`config.mk`:
```
export PLATFORM = sky130hd
export DESIGN_NAME = debounce_bank
export DESIGN_NICKNAME = d
export VERILOG_FILES = /design/src/rtl/debounce_pkg.sv /design/src/rtl/debounce_ch.sv /design/src/rtl/debounce_bank.sv
export SDC_FILE = /design/constraint.sdc
export NUM_CORES = 1
export LEC_CHECK = 0
export ABC_AREA = 0
export CAP_MARGIN = 5
export CORE_ASPECT_RATIO = 0.9
export CORE_UTILIZATION = 59
export CTS_BUF_LIST = sky130_fd_sc_hd__clkbuf_16
export DETAILED_ROUTE_END_ITERATION = 8
export PLACE_DENSITY = 0.8
export SYNTH_ARGS = -nofsm -noshare
export SYNTH_HDL_FRONTEND = slang
export SYNTH_SLANG_ARGS = --single-unit
```
`constraint.sdc`:
```
create_clock -name clk -period 5.1 [get_ports clk]
set_clock_uncertainty 0.2 [all_clocks]
set_input_delay 1.02 -clock clk [delete_from_list [all_inputs] [get_ports clk]]
set_output_delay 1.02 -clock clk [all_outputs]
set_load 0.01 [all_outputs]
```
`src/rtl/debounce_pkg.sv`:
```
// Shared constants and helpers for the debounce bank.
// Provides default parameter values and counter width helper.
package debounce_pkg;

   localparam int DB_CYCLES_DEF   = 1000;
   localparam int SYNC_STAGES_DEF = 2;

   // Width of a counter holding 0..v-1, never below one bit.
   function automatic int clog2_min1(input int v);
      int w;
      w = $clog2(v);
      return (w < 1) ? 1 : w;
   endfunction

endpackage

```
`src/rtl/debounce_ch.sv`:
```
// One debounce channel: synchroniser, stability counter, hold counter.
// Ports: clk, rst, tick, raw -> db, rise_p, fall_p, long_p, rise_nxt.
module debounce_ch
   import debounce_pkg::*;
#(
   parameter int   DB_CYCLES   = DB_CYCLES_DEF,
   parameter int   SYNC_STAGES = SYNC_STAGES_DEF,
   parameter int   LONG_CYCLES = 0,
   parameter logic RST_LEVEL   = 1'b0
) (
   input  logic clk,
   input  logic rst,
   input  logic tick,
   input  logic raw,
   output logic db,
   output logic rise_p,
   output logic fall_p,
   output logic long_p,
   output logic rise_nxt
);

   localparam int CNT_W = clog2_min1(DB_CYCLES);
   localparam logic [CNT_W-1:0] CNT_LAST =
      CNT_W'(DB_CYCLES - 1);

   logic [SYNC_STAGES-1:0] sync;
   logic                   s;
   logic [CNT_W-1:0]       cnt;
   logic                   accept;
   logic                   fall_nxt;

   assign s        = sync[SYNC_STAGES-1];
   assign accept   = (s != db) && tick && (cnt == CNT_LAST);
   assign rise_nxt = accept && s;
   assign fall_nxt = accept && !s;

   always_ff @(posedge clk or posedge rst) begin
      if (rst)
         sync <= {SYNC_STAGES{RST_LEVEL}};
      else
         sync <= {sync[SYNC_STAGES-2:0], raw};
   end

   // Equality clears the count even on non-tick clocks.
   always_ff @(posedge clk or posedge rst) begin
      if (rst) begin
         cnt <= '0;
         db  <= RST_LEVEL;
      end else if (s == db) begin
         cnt <= '0;
      end else if (tick) begin
         if (cnt == CNT_LAST) begin
            cnt <= '0;
            db  <= s;
         end else begin
            cnt <= cnt + 1'b1;
         end
      end
   end

   always_ff @(posedge clk or posedge rst) begin
      if (rst) begin
         rise_p <= 1'b0;
         fall_p <= 1'b0;
      end else begin
         rise_p <= rise_nxt;
         fall_p <= fall_nxt;
      end
   end

   generate
      if (LONG_CYCLES > 0) begin : g_long
         localparam int HW = clog2_min1(LONG_CYCLES + 1);
         localparam logic [HW-1:0] H_MAX = HW'(LONG_CYCLES);
         localparam logic [HW-1:0] H_PRE = HW'(LONG_CYCLES - 1);
         logic [HW-1:0] hold;

         // Saturation at H_MAX gives one pulse per press.
         always_ff @(posedge clk or posedge rst) begin
            if (rst) begin
               hold   <= '0;
               long_p <= 1'b0;
            end else begin
               long_p <= db && tick && (hold == H_PRE);
               if (!db)
                  hold <= '0;
               else if (tick && (hold != H_MAX))
                  hold <= hold + 1'b1;
            end
         end
      end else begin : g_nolong
         assign long_p = 1'b0;
      end
   endgenerate

endmodule

```
`src/rtl/debounce_bank.sv`:
```
// Multi-channel debouncer for buttons and door sensors.
// Ports: clk, rst, tick, raw_in -> db_out, rise_p, fall_p, long_p, any_rise.
module debounce_bank
   import debounce_pkg::*;
#(
   parameter int              N_CH        = 8,
   parameter int              DB_CYCLES   = DB_CYCLES_DEF,
   parameter int              SYNC_STAGES = SYNC_STAGES_DEF,
   parameter logic [N_CH-1:0] RST_LEVEL   = {N_CH{1'b0}},
   parameter int              LONG_CYCLES = 0
) (
   input  logic            clk,
   input  logic            rst,
   input  logic            tick,
   input  logic [N_CH-1:0] raw_in,
   output logic [N_CH-1:0] db_out,
   output logic [N_CH-1:0] rise_p,
   output logic [N_CH-1:0] fall_p,
   output logic [N_CH-1:0] long_p,
   output logic            any_rise
);

   logic [N_CH-1:0] rise_nxt;

   generate
      for (genvar i = 0; i < N_CH; i++) begin : g_ch
         debounce_ch #(
            .DB_CYCLES   (DB_CYCLES),
            .SYNC_STAGES (SYNC_STAGES),
            .LONG_CYCLES (LONG_CYCLES),
            .RST_LEVEL   (RST_LEVEL[i])
         ) u_ch (
            .clk      (clk),
            .rst      (rst),
            .tick     (tick),
            .raw      (raw_in[i]),
            .db       (db_out[i]),
            .rise_p   (rise_p[i]),
            .fall_p   (fall_p[i]),
            .long_p   (long_p[i]),
            .rise_nxt (rise_nxt[i])
         );
      end
   endgenerate

   // Registered from the same next-state terms as rise_p.
   always_ff @(posedge clk or posedge rst) begin
      if (rst)
         any_rise <= 1'b0;
      else
         any_rise <= |rise_nxt;
   end

endmodule
```
==> results of run 1 <==
cells by family (layout without fill, tap and decap cells):
logic type,count (synthesis),after routing,synth area share [%]
AO/OA/AOI/OAI,119,119,13.7
XOR/XNOR,30,30,4.34
adder cells (fa/ha/maj),8,8,1.66
buffers and inverters,63,85,5.90
flip-flops,121,121,50.1
multiplexers,8,8,1.49
other,1,8,0.0620
AND/OR/NAND/NOR,260,260,22.8
per-stage QoR:
| stage | instance area (µm²) | hold WS [ns] |
|---|---|---|
| global placement | 6310 | 0.133 |
| detailed placement | 6310 | 0.135 |
| CTS | 6900 | 0.145 |
| finish | 6900 | 0.145 |
| floorplan | 6070 | 0.131 |
| global route | 6900 | 0.154 |
layer usage:
layer / part of all wire [%] / up-vias / track usage (%)
met1: 46 / 2320 / 34.7
li1: - / 2238 / -
met5: 0 / - / 0
met3: 4.6 / 22 / 5.61
met4: 1.6 / 0 / 9.04
met2: 48 / 122 / 39.6
power by group:
| group | internal [mW] | total (mW) | switching [mW] | leakage [nW] |
|---|---|---|---|---|
| Clock | 0.799 | 1.20 | 0.402 | 0.299 |
| Combinational | 0.0279 | 0.0904 | 0.0625 | 1.03 |
| Sequential | 0.978 | 0.997 | 0.0190 | 1.64 |
| Total | 1.80 | 2.29 | 0.483 | 2.97 |
how the worst max path moves through the flow:
stage	end	startpoint	slack, ns	depth (start not counted)
final	g_ch[3].u_ch.cnt[7]	tick	2.16	6
after detailed placement	g_ch[3].u_ch.cnt[7]	tick	1.75	6
after global placement	g_ch[3].u_ch.cnt[6]	tick	1.83	6
after floorplan	any_rise	rst	0.67	1
after global routing	g_ch[3].u_ch.cnt[7]	tick	2.06	6
after CTS	g_ch[3].u_ch.cnt[7]	tick	2.18	6
flip-flops by register name, indices dropped and copies added, names as in the netlist:
register          count
any_rise              1
g_ch.u_ch.cnt        80
g_ch.u_ch.sync       16
g_ch.u_ch.fall_p      8
g_ch.u_ch.rise_p      8
g_ch.u_ch.db          8
final cells by class:
class | count | area [µm²] | area share [%]
Timing Repair Buffer | 39 | 375 | 5.44
Tap cell | 126 | 158 | 2.28
Inverter | 15 | 58.8 | 0.852
Clock inverter | 14 | 165 | 2.39
Multi-Input combinational cell | 433 | 2690 | 39.0
Clock buffer | 17 | 425 | 6.17
Sequential cell | 121 | 3030 | 43.9
layout by cell type (no fill, tap or decap), types with 6 or more instances in the layout:
cell type,instances
dfrtp_1,121
nand2_1,59
nor2_1,48
clkdlybuf4s50_1,34
nand3_1,33
a21oi_1,23
o21ai_0,23
nand4_1,22
xor2_1,19
inv_1,17
and3_1,17
clkbuf_16,17
nor3_1,16
or3_1,12
xnor2_1,11
a311oi_1,10
a31oi_1,10
a22o_1,9
nor3b_1,9
mux2_2,8
ha_1,8
conb_1,8
o31ai_1,7
nand3b_1,6
nor4_1,6
critical path: cells and delay by family:
family / cells / cell delay [ns]
compound gates: 1 / 0.20
buf+inv: 4 / 1.28
simple gates: 1 / 0.52
==> summary.txt, run 1 <==
Outcome
  – Status: complete, no violations

Detailed routing
  – WL final: 12.3 mm
  – Drt via density: ~6.1
  – Starting DRT DRC Count: approximately 400
  – Antenna Nets Post-Route: 0
  – WL per Instance: about 16 µm
  – Via count: 4702
  – Pre-antenna DRT Iters: 5
  – Residual DRC count: 0

Synthesis
  – Synth cell types: between 50 and 60
  – Most common cell in the netlist: dfrtp_1
  – #FFs+latches synth: ~120
  – Post-synthesis cell count: 610
  – Post-synth top cells: dfrtp_1 (121), nand2_1 (59), nor2_1 (48), nand3_1 (33), buf_4 (32)
  – Total number of yosys warnings: 0
  – Area contributors post-synth: dfrtp_1 (50%), buf_4 (4.0%), nand2_1 (3.7%)
  – Cell Area, Synth: between 6000 and 7000 µm²
  – Ys flop type: dfrtp_1
  – Seq/Total Area, Yosys: between 50% and 60%
  – EDFF count, synth: 0
  – Asr flop ratio synth: 100%
  – Top-area cell type share of the netlist area: 50.1%
  – Leading area contributor after synthesis: dfrtp_1
  – Syn avg cell area: between 9 and 10 µm²

Placement
  – Placed cells: between 700 and 800
  – DP Worst Slack: 1.75 ns
  – Post-DP HPWL: 7.97 mm
  – PortBufs: 35
  – Final RePlAce weighted congestion: 0.851

CTS
  – Htree depth: 4
  – CTS Hold Bufs: 0
  – Clock-pin slew on the worst setup and hold paths: 0.05 ns
  – Post_cts resized: 0
  – TritonCTS Buffers: 17
  – Setup bufs post-CTS: 0
  – Clock tree buffer depth: 2
  – Clock latency on the worst-skew pair: 0.41 ns
  – CTS root buf: clkbuf_16
  – TritonCTS clock tree: built
  – Clock sinks: 121

STA
  – FMAX: 340 MHz
  – Final hold violations: 0
  – Final setup fails: 0
  – Rel. slew slack: 43.4%
  – TNS Setup: 0 ns
  – RSZ-0062 raised after global routing: no
  – Setup WS post-layout: around 2.2 ns
  – Fin crit share: ~58%
  – Max Transition Viols Final: 0
  – Slew @ Worst Pin: approximately 0.84 ns
  – Min Clock Period, post-route: 2.94 ns

Worst setup path
  – FF-to-FF End: any_rise
  – CP cell instances: buf_2 > buf_4 > inv_1 > buf_4 > or4_1 > a31oi_1
  – Max Fanout on Critical Path: 46
  – FF-to-FF setup slack: between 2 and 3 ns
  – Cell count of the worst reg-to-reg path: 5
  – Req. time, crit path: about 5.2 ns
  – Crit path kind: input pin to flip-flop
  – Critical R2R Launch: g_ch[5].u_ch.cnt[0]
  – Critical Path Source Type: input pin
  – Worst EP arrival: 3.06 ns
  – Crit path capture type: flip-flop
  – Crit path largest cell delay: ~0.61 ns
  – Crit path top cell by count: buf_4
  – Slowest cell on the critical path: buf_2

Floorplan
  – Num ports: 44
  – Starting density of the core: about 62%
  – Die ar.: ~11000 µm²
  – Die Width: between 100 and 150 µm
  – Row cnt: 34
  – Chip height: roughly 100 µm
  – Core area: roughly 9800 µm²

Cells and area
  – Antenna Cells: 0
  – Filler instances: a little over 700
  – Share of cells above drive strength 1: under 10%
  – Final core occ: a little over two thirds
  – Net count, final: 646
  – Area grow syn2layout: 14.1%
  – Non-filler instance count after layout: approximately 770

Hold path
  – Hold EP: g_ch[4].u_ch.sync[1]
  – Hold-critical path depth: 0
  – Hold Startpoint: g_ch[4].u_ch.sync[0]
  – Worst hold path type: flip-flop to flip-flop

Power
  – Max VDD drop: 0.000435 V
  – Overall Power: ~2.3 mW
  – Power Density: approximately 330 nW/µm²
  – Leakage: between 2 and 3 nW

Global routing
  – Initial antenna violation count: 0
  – Vias in the first global route: between 4k and 5k
  – Global route total overflow: 0
  – Largest net degree at the start of global routing: 63
  – GRT Util Overall: approximately a quarter
  – First-pass GRT wire length: 21.2 mm

Flow run
  – Max_cap viols: 0
Power figures use the tool's default switching activity.
==> run 2, diff against run 1 <==
clock period = 2.8 ns   (was 5.1 ns; I/O delays follow)
==> run 2 against run 1 <==
  * Sequential share of layout area down 0.39 points
  * Sequential cell count unchanged
  * Wire length down 0.56%
  * Hold slack better by 0.0031 ns
  * Die area unchanged
  * Count of clock-buffer cells in the layout unchanged
  * Non-clock buffer count up 4
  * Critical path type is now flip-flop to flip-flop
==> summary.txt, run 2 (synthesis results as in run 1) <==
Worst setup path
  – Critical R2R Launch: g_ch[5].u_ch.cnt[0] (unchanged)
  – FF-to-FF End: any_rise (unchanged)
  – Critical Path Source Type: flip-flop (was input pin)
  – Req. time, crit path: 2.89 ns (was 5.22 ns)
  – Crit path capture type: flip-flop (unchanged)
  – Cell count of the worst reg-to-reg path: 5 (unchanged)
  – Worst EP arrival: 2.62 ns (was 3.06 ns)
  – Crit path kind: flip-flop to flip-flop (was input pin to flip-flop)
  – Max Fanout on Critical Path: 7 (was 46)
  – FF-to-FF setup slack: 0.27 ns (was 2.58 ns)

Detailed routing
  – WL per Instance: 15.8 µm (was 16.0 µm)
  – Residual DRC count: 0 (unchanged)
  – Drt via density: 6.10 (was 6.15)
  – Pre-antenna DRT Iters: 5 (unchanged)
  – Via count: 4696 (was 4702)
  – Starting DRT DRC Count: 383 (was 395)
  – WL final: 12.2 mm (was 12.3 mm)
  – Antenna Nets Post-Route: 0 (unchanged)

Floorplan
  – Row cnt: 34 (unchanged)
  – Chip height: 98.1 µm (unchanged)
  – Die ar.: 10700 µm² (unchanged)
  – Starting density of the core: 61.5% (unchanged)
  – Core area: 9830 µm² (unchanged)
  – Num ports: 44 (unchanged)
  – Die Width: 109 µm (unchanged)

CTS
  – Clock tree buffer depth: 2 (unchanged)
  – CTS Hold Bufs: 0 (unchanged)
  – Post_cts resized: 0 (unchanged)
  – Clock-pin slew on the worst setup and hold paths: 0.05 ns (about the same)
  – TritonCTS clock tree: built (unchanged)
  – Setup bufs post-CTS: 0 (unchanged)
  – Clock latency on the worst-skew pair: 0.42 ns (was 0.41 ns)
  – CTS root buf: clkbuf_16 (unchanged)
  – TritonCTS Buffers: 17 (unchanged)
  – Htree depth: 4 (unchanged)
  – Clock sinks: 121 (unchanged)

Cells and area
  – Most common cell after layout, fill and taps aside: dfrtp_1 (unchanged)
  – Most flop-heavy register: g_ch.u_ch.cnt (unchanged)
  – Commonest non-fill, non-tap cells in the layout: dfrtp_1 (121), nand2_1 (59), nor2_1 (48) (unchanged)
  – Share of cells above drive strength 1: 7.92% (was 7.04%)
  – Area grow syn2layout: 15.1% (was 14.1%)
  – Largest registers: g_ch.u_ch.cnt x80, g_ch.u_ch.sync x16 (unchanged)
  – Max reg flops: 80 (unchanged)
  – Net count, final: 650 (was 646)
  – Antenna Cells: 0 (unchanged)
  – Final core occ: 70.9% (was 70.2%)

Hold path
  – Hold Startpoint: g_ch[4].u_ch.sync[0] (unchanged)
  – Worst hold path type: flip-flop to flip-flop (unchanged)
  – Hold EP: g_ch[4].u_ch.sync[1] (unchanged)
  – Hold-critical path depth: 0 (unchanged)

STA
  – Min Clock Period, post-route: 2.53 ns
  – Rel. slew slack: 43.6% (was 43.4%)
  – Final setup fails: 0 (unchanged)
  – Fin crit share: a little over 90%
  – TNS Setup: 0 ns (unchanged)
  – Slew @ Worst Pin: 0.841 ns (was 0.843 ns)
  – FMAX: 395 MHz
  – Final hold slack: 0.148 ns (was 0.145 ns)
  – Final hold violations: 0 (unchanged)
  – RSZ-0062 raised after global routing: no (unchanged)
  – Max Transition Viols Final: 0 (unchanged)

Global routing
  – Global route total overflow: 0 (unchanged)
  – GRT Util Overall: 25.9% (was 25.3%)
  – First-pass GRT wire length: 21.5 mm (was 21.2 mm)
  – Initial antenna violation count: 0 (unchanged)
  – Largest net degree at the start of global routing: 49 (was 63)
  – Vias in the first global route: 4689 (was 4477)

Placement
  – PortBufs: 35 (unchanged)
  – Post-DP HPWL: 8.27 mm (was 7.97 mm)
  – Final RePlAce weighted congestion: 0.870 (was 0.851)

Flow run
  – Max_cap viols: 0 (unchanged)

Power
  – Max VDD drop: 0.000648 V (was 0.000435 V)
  – Leakage: 2.98 nW (was 2.97 nW)
  – Power Density: 595 nW/µm² (was 332 nW/µm²)

Outcome
  – Status: complete, no violations (unchanged)
## run 2: changes by cell type in the layout (fill, tap and decap cells not counted), moves of 2 or more
cell / before / now
buf_12: 0 / 3
clkinv_1: 3 / 5
clkinv_4: 0 / 2
clkinvlp_4: 1 / 4
inv_1: 17 / 14
## run 2: power breakdown
group          internal (mW)  switching, mW  total (mW)
sequential              1.78         0.0338        1.81
clock                   1.38          0.773        2.15
combinational         0.0607          0.120       0.180
total                   3.22          0.926        4.14
## run 2: worst max-delay path by stage
stage                                   start        to  slack, ns  depth (start not counted)
after global routing      g_ch[5].u_ch.cnt[0]  any_rise       0.21                          5
after floorplan           g_ch[5].u_ch.cnt[0]  any_rise       0.48                          5
after CTS                 g_ch[5].u_ch.cnt[0]  any_rise       0.26                          5
final                     g_ch[5].u_ch.cnt[0]  any_rise       0.27                          5
after global placement    g_ch[5].u_ch.cnt[0]  any_rise       0.33                          5
after detailed placement  g_ch[5].u_ch.cnt[0]  any_rise       0.28                          5
## run 2: layer usage
| metal | share of wire [%] | global-route usage [%] | vias to the layer above |
|---|---|---|---|
| met4 | 2.1 | 12.6 | 0 |
| met1 | 45 | 33.6 | 2308 |
| met3 | 3.7 | 6.21 | 24 |
| met5 | 0 | 0 | - |
| li1 | - | - | 2250 |
| met2 | 50 | 40.8 | 114 |
## run 2: stage by stage
stage	cell area, µm²	std cells	setup WS [ns]	power [mW]
floorplan	6080	617	0.483	1.96
global placement	6380	738	0.327	2.02
detailed placement	6380	738	0.280	2.03
CTS	6960	770	0.261	4.18
global route	6960	770	0.207	4.29
finish	6960	770	0.267	4.14
## run 2: cell type report
class	instances	area, µm²
tap	126	158
sequential	121	3030
fill	688	2860
clock buffer	17	425
clock inverter	15	159
inverter	15	60.1
timing repair buffer	43	443
multi-input combinational	433	2690
## run 2: worst max-delay path, cell delays in order (launching register included)
cell     delay (ns)
dfrtp_1        0.43
ha_1           0.28
and3_1         0.24
and4b_4        0.21
or4_1          0.56
or4_1          0.48
==> RTL change (config.mk and constraints of run 2) <==
`DB_CYCLES_DEF`: 1000 -> 4000.
--- a/src/rtl/debounce_pkg.sv
+++ b/src/rtl/debounce_pkg.sv
@@ -2,7 +2,7 @@
 // Provides default parameter values and counter width helper.
 package debounce_pkg;
 
-   localparam int DB_CYCLES_DEF   = 1000;
+   localparam int DB_CYCLES_DEF   = 4000;
    localparam int SYNC_STAGES_DEF = 2;
 
    // Width of a counter holding 0..v-1, never below one bit.
Formal check against the unedited RTL: no difference found for any inputs over 10 cycles, from zero or initial values and one cycle with rst high; that may be too few to reach the edited logic, so the function may still have changed.
==> RTL change against run 2 <==
Power is 4.7% higher; cell area up 13%; wire length is 16% higher; synthesized area rose by 14%; setup slack better by 190 ps; sequential cell count is 16 higher; count of clock-buffer cells in the layout stayed put; critical endpoint is now g_ch[5].u_ch.db; largest cell class unchanged.
==> RTL change: results (changes against run 2) <==
Maximum vdd drop: 0.000436 V (-33%)
Total Nets Final: 730 (+12%)
Relative slew slack: 55.3% (+12 points)
Placed cell count: 848 (+15%)
Gp weighted congestion: 0.858 (-1.4%)
Layout cells sized above 1: 8.98% (+1.1 points)
Dpl hpwl: 9.62 mm (+16%)
# clock sinks: 137 (+13%)
Reg power frac: 47.5% (+3.7 points)
First drt pass iteration count: 4 (-1)
Worst EP arrival: 2440 ps (-180 ps)
Biggest regs: g_ch.u_ch.cnt x96, g_ch.u_ch.sync x16
R2R Setup Slk: 460 ps (+190 ps)
Starting DRT DRC Count: 395 (+3.1%)
Total wire length: 14.2 mm (+16%)
Area post-placement: 0.00731 sq mm (+15%)
Wl on met1: 6.42 mm (+18%)
Multi-input comb cells: 497 (+15%)
FILL cells: 873 (+27%)
Cells after Synth: 687 (+13%)
Hold path startpoint: g_ch[1].u_ch.sync[0]
Global-route wire length before repair: 24.1 mm (+12%)
Area delta synth->final: 13.5%
Multi-input gate area: 0.00316 sq mm (+18%)
Leakage power: 0.00334 uW (+12%)
Int Pwr: 3370 uW (+4.7%)
DP Worst Slack: 451 ps (+171 ps)
Routed wl met2: 6.69 mm (+11%)
Vias in the first global route: 5043 (+7.5%)
Smallest hold slack: 146 ps (-1.97 ps)
Top post-synthesis cells by area: dfrtp_1 50%, nand4_1 3.7%, xor2_1 3.7%
GR Util met3: 6.03% (-0.18 points)
Sw Share: 22.4% (about the same)
Met2 usage: 38.6% (-2.2 points)
Clock buf/inv share: 6.96% (-1.4 points)
Combinational share of power: 5.0% (+0.6 points)
Inverters: 9 (-6)
Status: complete, no violations
Crit path from: g_ch[5].u_ch.cnt[5]
Non-clk bufs: 49 (+14%)
Largest net degree at the start of global routing: 72 (+47%)
Commonest cells in the netlist: 137 x dfrtp_1, 65 x nand2_1, 46 x nor2_1, 41 x nand4_1, 33 x nand3_1
## RTL change: path summary, 6_finish.rpt
path / endpoint / depth (start not counted)
setup / recovery: g_ch[5].u_ch.db / 4
hold / removal: g_ch[1].u_ch.sync[1] / 0
setup reg to reg: g_ch[5].u_ch.db / 4
hold reg to reg: g_ch[1].u_ch.sync[1] / 0
max in group asynchronous: g_ch[3].u_ch.cnt[5] / 3
min in group asynchronous: g_ch[0].u_ch.cnt[3] / 2
## RTL change: cell families after synthesis
family / count (synthesis) / share of synthesized area, %
AND/OR/NAND/NOR: 289 / 22.3
flip-flops: 137 / 49.5
other: 1 / 0.0542
XOR/XNOR: 41 / 5.19
AO/OA/AOI/OAI: 136 / 13.8
adder cells (fa/ha/maj): 8 / 1.45
multiplexers: 15 / 2.44
buffers and inverters: 60 / 5.15
## RTL change: critical path, cell delays in order (launching register included)
cell	delay (ps)
dfrtp_1	460
or3b_1	390
or4_1	590
or2_4	290
mux2_4	300
